File: config.mk
export PLATFORM = sky130hd
export DESIGN_NAME = alu_exec_unit
export DESIGN_NICKNAME = d
export VERILOG_FILES = /design/src/rtl/alu_pkg.sv /design/src/rtl/alu_comb.sv /design/src/rtl/alu_exec_unit.sv
export SDC_FILE = /design/constraint.sdc
export NUM_CORES = 1
export LEC_CHECK = 0
export ABC_AREA = 1
export BUFFER_PORTS_ARGS = -buffer_cell sky130_fd_sc_hd__buf_2
export CAP_MARGIN = 20
export CORE_UTILIZATION = 27
export CTS_BUF_LIST = sky130_fd_sc_hd__clkbuf_4
export CTS_CLUSTER_SIZE = 14
export DETAILED_ROUTE_END_ITERATION = 8
export GPL_TIMING_DRIVEN = 0
export SYNTH_ARGS = -nofsm -noshare
export SYNTH_HDL_FRONTEND = slang
export SYNTH_SLANG_ARGS = --single-unit
File: constraint.sdc
create_clock -name clk -period 2.5 [get_ports clk]
set_clock_uncertainty 0.1 [all_clocks]
set_input_delay 0.5 -clock clk [delete_from_list [all_inputs] [get_ports clk]]
set_output_delay 0.5 -clock clk [all_outputs]
set_load 0.05 [all_outputs]
File: src/rtl/alu_pkg.sv
// Shared definitions for the ALU execution unit.
//   - DefaultWidth : default datapath width
//   - alu_op_e     : opcode encoding (values 9..15 are illegal)
//   - alu_state_e  : control FSM states
//   - is_shift_op  : true for the multi-cycle shift opcodes
package alu_pkg;

  localparam int unsigned DefaultWidth = 32;

  typedef enum logic [3:0] {
    OpAdd = 4'd0,
    OpSub = 4'd1,
    OpAnd = 4'd2,
    OpOr  = 4'd3,
    OpXor = 4'd4,
    OpNot = 4'd5,
    OpSll = 4'd6,
    OpSrl = 4'd7,
    OpSra = 4'd8
  } alu_op_e;

  typedef enum logic [1:0] {
    StIdle  = 2'd0,
    StShift = 2'd1,
    StDone  = 2'd2
  } alu_state_e;

  function automatic logic is_shift_op(input logic [3:0] op);
    return (op == OpSll) || (op == OpSrl) || (op == OpSra);
  endfunction

endpackage

File: src/rtl/alu_comb.sv
// Single-cycle ALU operations (ADD, SUB, AND, OR, XOR, NOT).
// Ports:
//   a_i, b_i     : operands
//   op_i         : opcode
//   result_o     : result (0 for shift and illegal opcodes)
//   carry_o      : adder carry-out for ADD/SUB, 0 otherwise
//   err_o        : 1 for illegal opcodes (9..15)
module alu_comb
  import alu_pkg::*;
#(
  parameter int unsigned WIDTH = DefaultWidth
) (
  input  logic [WIDTH-1:0] a_i,
  input  logic [WIDTH-1:0] b_i,
  input  logic [3:0]       op_i,
  output logic [WIDTH-1:0] result_o,
  output logic             carry_o,
  output logic             err_o
);

  logic [WIDTH:0] sum;

  always_comb begin
    sum      = '0;
    result_o = '0;
    carry_o  = 1'b0;
    err_o    = 1'b0;
    unique case (op_i)
      OpAdd: begin
        sum      = {1'b0, a_i} + {1'b0, b_i};
        result_o = sum[WIDTH-1:0];
        carry_o  = sum[WIDTH];
      end
      OpSub: begin
        // Two's complement subtract: carry set means no borrow.
        sum      = {1'b0, a_i} + {1'b0, ~b_i} + {{WIDTH{1'b0}}, 1'b1};
        result_o = sum[WIDTH-1:0];
        carry_o  = sum[WIDTH];
      end
      OpAnd: result_o = a_i & b_i;
      OpOr:  result_o = a_i | b_i;
      OpXor: result_o = a_i ^ b_i;
      OpNot: result_o = ~a_i;
      // Shifts are handled by the sequential shifter in the top level.
      OpSll, OpSrl, OpSra: result_o = '0;
      default: err_o = 1'b1;
    endcase
  end

endmodule

File: src/rtl/alu_exec_unit.sv
// ALU execution unit with valid/ready request and response handshakes.
// Single-cycle ops complete one cycle after acceptance; shifts take one
// cycle per bit position on top of that.
// Ports:
//   clk, rst                 : clock, synchronous active-high reset
//   req_valid / req_ready    : request handshake (ready only when idle)
//   input1, input2, shamt    : operands and shift amount
//   alu_control_signal       : opcode (see alu_pkg::alu_op_e)
//   rsp_valid / rsp_ready    : response handshake
//   out_from_ALU             : result, held until the response is taken
//   negative, zero, carry, err : result flags
module alu_exec_unit
  import alu_pkg::*;
#(
  parameter int unsigned WIDTH = DefaultWidth
) (
  input  logic             clk,
  input  logic             rst,
  input  logic             req_valid,
  output logic             req_ready,
  input  logic [WIDTH-1:0] input1,
  input  logic [WIDTH-1:0] input2,
  input  logic [4:0]       shamt,
  input  logic [3:0]       alu_control_signal,
  output logic             rsp_valid,
  input  logic             rsp_ready,
  output logic [WIDTH-1:0] out_from_ALU,
  output logic             negative,
  output logic             zero,
  output logic             carry,
  output logic             err
);

  alu_state_e       state_q, state_d;
  logic [4:0]       cnt_q, cnt_d;
  logic [WIDTH-1:0] sh_q, sh_d;
  logic [3:0]       sop_q, sop_d;
  logic [WIDTH-1:0] result_q, result_d;
  logic             neg_q, neg_d;
  logic             zero_q, zero_d;
  logic             carry_q, carry_d;
  logic             err_q, err_d;

  logic [WIDTH-1:0] comb_result;
  logic             comb_carry;
  logic             comb_err;

  logic [WIDTH-1:0] sh_next;
  logic             sh_out_bit;

  // Result load: one place updates result and derives negative/zero from it.
  logic             load_res;
  logic [WIDTH-1:0] res_val;
  logic             res_carry;
  logic             res_err;

  alu_comb #(
    .WIDTH(WIDTH)
  ) u_alu_comb (
    .a_i      (input1),
    .b_i      (input2),
    .op_i     (alu_control_signal),
    .result_o (comb_result),
    .carry_o  (comb_carry),
    .err_o    (comb_err)
  );

  // One-bit shift step on the working register.
  always_comb begin
    sh_next    = sh_q;
    sh_out_bit = 1'b0;
    unique case (sop_q)
      OpSll: begin
        sh_next    = {sh_q[WIDTH-2:0], 1'b0};
        sh_out_bit = sh_q[WIDTH-1];
      end
      OpSrl: begin
        sh_next    = {1'b0, sh_q[WIDTH-1:1]};
        sh_out_bit = sh_q[0];
      end
      OpSra: begin
        sh_next    = {sh_q[WIDTH-1], sh_q[WIDTH-1:1]};
        sh_out_bit = sh_q[0];
      end
      default: ;
    endcase
  end

  always_comb begin
    state_d   = state_q;
    cnt_d     = cnt_q;
    sh_d      = sh_q;
    sop_d     = sop_q;
    load_res  = 1'b0;
    res_val   = '0;
    res_carry = 1'b0;
    res_err   = 1'b0;

    unique case (state_q)
      StIdle: begin
        if (req_valid) begin
          if (is_shift_op(alu_control_signal)) begin
            sh_d  = input1;
            cnt_d = shamt;
            sop_d = alu_control_signal;
            if (shamt == 5'd0) begin
              // Nothing shifted out, so carry stays clear.
              load_res = 1'b1;
              res_val  = input1;
              state_d  = StDone;
            end else begin
              state_d = StShift;
            end
          end else begin
            load_res  = 1'b1;
            res_val   = comb_result;
            res_carry = comb_carry;
            res_err   = comb_err;
            state_d   = StDone;
          end
        end
      end
      StShift: begin
        sh_d  = sh_next;
        cnt_d = cnt_q - 5'd1;
        if (cnt_q == 5'd1) begin
          load_res  = 1'b1;
          res_val   = sh_next;
          res_carry = sh_out_bit;
          state_d   = StDone;
        end
      end
      StDone: begin
        if (rsp_ready) begin
          state_d = StIdle;
        end
      end
      default: state_d = StIdle;
    endcase

    result_d = result_q;
    neg_d    = neg_q;
    zero_d   = zero_q;
    carry_d  = carry_q;
    err_d    = err_q;
    if (load_res) begin
      result_d = res_val;
      neg_d    = res_val[WIDTH-1];
      zero_d   = (res_val == '0);
      carry_d  = res_carry;
      err_d    = res_err;
    end
  end

  always_ff @(posedge clk) begin
    if (rst) begin
      state_q  <= StIdle;
      cnt_q    <= '0;
      sh_q     <= '0;
      sop_q    <= '0;
      result_q <= '0;
      neg_q    <= 1'b0;
      zero_q   <= 1'b0;
      carry_q  <= 1'b0;
      err_q    <= 1'b0;
    end else begin
      state_q  <= state_d;
      cnt_q    <= cnt_d;
      sh_q     <= sh_d;
      sop_q    <= sop_d;
      result_q <= result_d;
      neg_q    <= neg_d;
      zero_q   <= zero_d;
      carry_q  <= carry_d;
      err_q    <= err_d;
    end
  end

  assign req_ready    = (state_q == StIdle);
  assign rsp_valid    = (state_q == StDone);
  assign out_from_ALU = result_q;
  assign negative     = neg_q;
  assign zero         = zero_q;
  assign carry        = carry_q;
  assign err          = err_q;

endmodule

# [Word level (Yosys, flattened, before mapping)]
# Cells that the tools add are included.
[totals] register_bits=79
[op_classes] eq_ne=18 mux=34 addsub=4 bitwise_logic=5 reduce_logical=12
[ops] cell="32-bit two-way mux" count=6
[ops] cell="32-bit case mux with 6 select lines" count=1
[ops] cell="32-bit case mux with 2 select lines" count=2
[ops] cell="32-bit case mux with 3 select lines" count=1
[ops] cell="32-bit by 32-bit adder with 33-bit output" count=2
[ops] cell="32-bit NOT" count=2
[ops] cell="33-bit by 1-bit adder with 33-bit output (second input constant)" count=1
[ops] cell="32-bit AND" count=1
[ops] cell="32-bit logical NOT" count=1
[ops] cell="32-bit OR" count=1
[ops] cell="32-bit XOR" count=1
[ops] cell="4-bit by 3-bit equality test with 1-bit output (second input constant)" count=6
[ops] cell="1-bit two-way mux" count=11
[ops] cell="2-bit two-way mux" count=5
[ops] cell="5-bit two-way mux" count=2
[ops] cell="5-bit case mux with 2 select lines" count=1
[ops] cell="3-bit AND reduction" count=3
[ops] cell="9-bit OR reduction" count=1
[ops] cell="4-bit by 2-bit equality test with 1-bit output (second input constant)" count=2
[ops] cell="4-bit equality test (second input constant)" count=2
[ops] cell="1-bit case mux with 2 select lines" count=4
[ops] cell="2-bit case mux with 3 select lines" count=1
[ops] cell="5-bit by 1-bit equality test with 1-bit output (second input constant)" count=1
[ops] cell="5-bit logical NOT" count=1
[ops] cell="11 further kinds" count=14

# [Longest topological paths before layout]
[depth] depth_word=8 mapped_depth=23 mapped_depth_nobuf=22

# [By module]
# A second synthesis with hierarchy kept.
[hier_totals] hier_cells=2056 hier_area_um2=11516.0
[modules_own_cells] module="alu_comb" seq_area_each_um2=0.0 area_per_inst_um2=6685.2 n_inst=1 cells_each=1303
[modules_own_cells] module="alu_exec_unit" seq_area_each_um2=1561.5 area_per_inst_um2=4830.9 n_inst=1 cells_each=753

# [Least setup slack after synthesis]
# No wires, ideal clock.
[synth_timing] path_kind="input -> register" start="input input1[0]" end="register zero_q (netlist: zero)" t_arrival_ns=2.483 slack_ns=-0.150 required_time_ns=2.333 stages=22 setup_time_ns=0.067 cell_sequence="ha_1 > inv_1 > fa_1 > inv_1 > nand3_1 > nand2_1 > nand2_1 > nand2_1 > nand2_1 > nand2_1 > nand2_1 > nand2_1 > nand2_1 > nand3_1 > nand4_1 > nand2_1 > nand2_1 > nor2_1 > nand2_1 > nor2_1 > nand3_1 > a21oi_2"
[synth_between] elab_chain_len=7
[synth_rtl] item="start: declaration" line="alu_exec_unit.sv:21" text="input logic [WIDTH-1:0] input1,"
[synth_rtl] item="32-bit by 32-bit adder with 33-bit output" line="alu_comb.sv:36" text="sum = {1'b0, a_i} + {1'b0, ~b_i} + {{WIDTH{1'b0}}, 1'b1};"
[synth_rtl] item="33-bit by 1-bit adder with 33-bit output" line="alu_comb.sv:36"
[synth_rtl] item="32-bit case mux with 6 select lines" line="alu_comb.sv:28" text="unique case (op_i)"
[synth_rtl] item="32-bit two-way mux (*)" line="alu_exec_unit.sv:102" text="if (is_shift_op(alu_control_signal)) begin"
[synth_rtl] item="32-bit two-way mux (*)" line="alu_exec_unit.sv:101" text="if (req_valid) begin"
[synth_rtl] item="32-bit case mux with 2 select lines (*)" line="alu_exec_unit.sv:99" text="unique case (state_q)"
[synth_rtl] item="32-bit logical NOT (*)" line="alu_exec_unit.sv:149" text="zero_d = (res_val == '0);"
[synth_rtl] item="end signal: assignment" line="alu_exec_unit.sv:173" text="zero_q <= zero_d;"
[synth_rtl] item="end: declaration" line="alu_exec_unit.sv:40" text="logic zero_q, zero_d;"
# Every way passes the cells marked *; elsewhere a longest branch is shown, timed or not.
# A chain may end at the register's enable or synchronous reset.

# [Final worst setup path]
[layout_timing] start="input input1[1]" end="register zero_q (netlist: zero)"
# Same word-level chain as after synthesis.

==> summary.txt <==
Detailed routing
  • Antenna Violating Nets Remaining: 0
  • Vias post-DR: 14.3k
  • DR iter-0 viols: 1335
  • Drt drc: 0
  • Met3 wirelength from detailed routing: 3760 um
  • WL met2: 24000 um
  • Max Used Layer: met4
  • Post-Route WL: 52100 um
  • Vias/cell: 5.13
  • DRT met1 WL: 22900 um
  • DR WL/cell: 18.7 um
  • First-pass iteration count of the detailed router: 7

Die
  • Die area: 0.0429 mm2
  • Die height: 207 um
  • Cell Rows: 74
  • Die X-Extent: 207 um
  • IO Pins: 115
  • Initial Util: 27.6%
  • Core area: 0.0412 mm2

Flow run
  • Max-Cap Viols: 0

Global routing
  • Global route total overflow: 0
  • Vias in the first global route: 12.8k
  • Initial antenna violation count: 1
  • First-pass GRT wire length: 75200 um
  • Largest net degree at the start of global routing: 15
  • Total GRT Usage: 22.8%

Final layout
  • Sequential cell area: 0.00156 mm2
  • Multi-input logic area: 0.00958 mm2
  • Layout net count: 2441
  • Fillers: 4457
  • Synthesis-to-finish area growth: 37.4%
  • Fraction of layout cells with a size suffix above 1: 33.0%
  • Final cell count without fillers: 2793

Timing
  • Max Slew Vio Count: 0
  • Final worst setup slack: -0.211 ns
  • Fmax: 369 MHz
  • Final Cycle Share: 108%
  • Max-slew headroom: 26.5%
  • Worst-Margin Slew: 1.10 ns
  • Final hold vios: 0
  • RSZ-0062 raised after global routing: true
  • Endpoints failing setup: 5
  • Final Critical Period: 2.71 ns

Placement
  • DP HPWL: 41000 um
  • Port buffer count: 113
  • Final Wtd Congestion: 1.01
  • # placed instances: 2700
  • DP Worst Slack: -1.09 ns

Clock tree
  • Clock sink count: 78
  • H-tree depth: 3
  • Worst-Skew Late Latency: 0.46 ns
  • CTS Buf Count: 9
  • Worst-path clk slew: 0.14 ns
  • CTS tree: built
  • Clk buf depth: 2
  • Root Buffer: clkbuf_4

Critical path
  • CP required: 2.78 ns
  • Crit-path max FO: 5
  • FF-to-FF Start: sop_q[2]$_SDFFE_PP0P_
  • R2R cell count: 16
  • Setup crit end kind: flip-flop
  • Critical Path Start: input1[1]
  • Worst R2R End: zero$_SDFFE_PP0P_
  • Worst EP arrival: 2.99 ns
  • CP Class: input pin to flip-flop
  • Startpoint types: input pin
  • Reg2Reg Setup Slack: -0.10 ns

Yosys
  • Syn nets: 2241
  • Dominant cells by area after synthesis: nand2_1 (21%), dfxtp_1 (14%), inv_1 (13%)
  • Synth top area share: 20.5%
  • Post-synth EDFFs: 0
  • Mapped Cells: 2055
  • Asr flop ratio synth: 0%
  • Average size of a mapped cell: 5.53 um2
  • Synth cell count leaders: nand2_1 (622), inv_1 (398), nor2_1 (180), nand3_1 (152), a21oi_1 (121)
  • Seq cells post-synth: 78
  • Syn. warnings: 0
  • Area leader, netlist: nand2_1
  • Post-Syn Area: 0.0114 mm2
  • Primary FF master, synth: dfxtp_1
  • Yosys cell types: 50
  • Count leader, synth: nand2_1
  • Sequential fraction of the synthesis area: 13.7%

Power and ir drop
  • Maximum vdd drop: 0.000240 V
  • Int Power: 2820 uW
  • Switching fraction of total power: 48.0%
  • Part of the power in registers: 25.6%
  • Switching power: 2600 uW
  • Pwr Density: 347 mW/mm2
  • Clock power frac: 16.9%
  • Gate power share: 57.5%
  • Power, Total: 5430 uW
  • Leak: 0.00780 uW

Min path
  • Worst Hold Depth: 4
  • Worst Hold Path EP: state_q[1]$_SDFFE_PP0P_
  • Type of the most critical hold path: input pin to flip-flop
  • HP Start: rsp_ready

Run status
  • Status: finished, violations left
  • Failing checks: setup timing
## placed cells by master, fill, tap and decap left out, types with 10 or more instances in the layout
cell type and count:
nand2_1 485, inv_1 302, nand3_1 128, nand2_2 113, nor2_1 103, buf_4 96
buf_2 94, a21oi_1 88, ha_1 80, dfxtp_1 78, inv_2 64, o21ai_0 52
nor2_4 48, nand4_1 42, o22ai_1 40, buf_6 39, nor2_2 34, nand2_4 28
a21oi_2 26, inv_4 25, ha_4 25, a221oi_1 24, o221ai_1 20, clkbuf_1 20
nand3_2 18, clkbuf_4 18, or2_2 16, buf_8 10, o21ai_1 10, a211oi_1 10
## logic make-up after synthesis
| group | Yosys count | synth area share, % |
|---|---|---|
| and+or+nand+nor | 1055 | 39.2 |
| xor gates and xnor gates | 2 | 0.154 |
| AOI/OAI and AO/OA | 318 | 17.1 |
| adders and majority gates | 109 | 12.1 |
| buffers and inverters | 493 | 17.7 |
| DFF | 78 | 13.7 |
## through the flow
stage	TNS [ns]	area (um2)	hold WS (ns)	util, %
floorplan	-0.0302	11400	0.353	-
global placement	-28.88	12600	0.360	30.7
detailed placement	-28.81	12600	0.375	30.7
CTS	-0.479	13500	0.225	32.9
global route	-0.843	15600	0.225	37.9
finish	-0.522	15600	0.239	37.9
## metal layers
layer	track usage [%]	vias to the layer above
li1	-	6954
met1	31.2	6660
met2	37.0	623
met3	2.68	94
met4	7.10	0
met5	0	-
## state kept, by name, indices dropped and copies added (netlist names)
register and flops:
carry 1, cnt_q 5, err 1, out_from_ALU 32, sh_q 32, sop_q 4
state_q 2, zero 1
## cell type report
cell class                      count  area share (%)
Clock buffer                        9           0.432
Buffer                             82            4.01
Timing Repair Buffer              194            8.75
Inverter                          406            10.6
Multi-Input combinational cell   1484            61.3
Clock inverter                      7           0.609
Tap cell                          532            4.26
Sequential cell                    78            10.0
Antenna cell                        1          0.0160
## worst max-delay path by stage
stage	depth (start not counted)	slack (ns)	endpoint
finish	18	-0.21	zero$_SDFFE_PP0P_
global route	16	-0.24	zero$_SDFFE_PP0P_
CTS	21	-0.24	zero$_SDFFE_PP0P_
detailed placement	17	-1.09	zero$_SDFFE_PP0P_
global placement	20	-1.06	zero$_SDFFE_PP0P_
floorplan	22	-0.03	zero$_SDFFE_PP0P_
## worst max-delay path, stage by stage
cell     delay, ns
buf_4         0.14
inv_2         0.09
fa_2          0.40
inv_2         0.12
nand3_4       0.10
nand2_4       0.10
nand2_2       0.08
nand2_4       0.11
nand2_1       0.06
nand3_1       0.07
nand4_1       0.20
a22oi_2       0.30
nand3_2       0.16
nor2_4        0.17
nand2_1       0.08
nor2_2        0.12
nand3_2       0.08
a21oi_2       0.12
## power groups by stage
stage	Sequential (uW)	Clock, uW	Combinational [uW]
after floorplan	1530	0	1420
after global placement	1410	0	2270
after detailed placement	1410	0	2280
after CTS	1390	924	2500
after global routing	1400	981	3360
final	1390	916	3120
## timing repair
item / 4_1_cts / 5_1_grt
pin swaps: 47 / 173
endpoints found under the setup margin: 36 / 57
setup buffers: 16 / 58
resized for setup: 216 / 501
hold buffers: 0 / 0
gates cloned: 0 / 7
No activity file was read; power rests on OpenSTA's default activity.
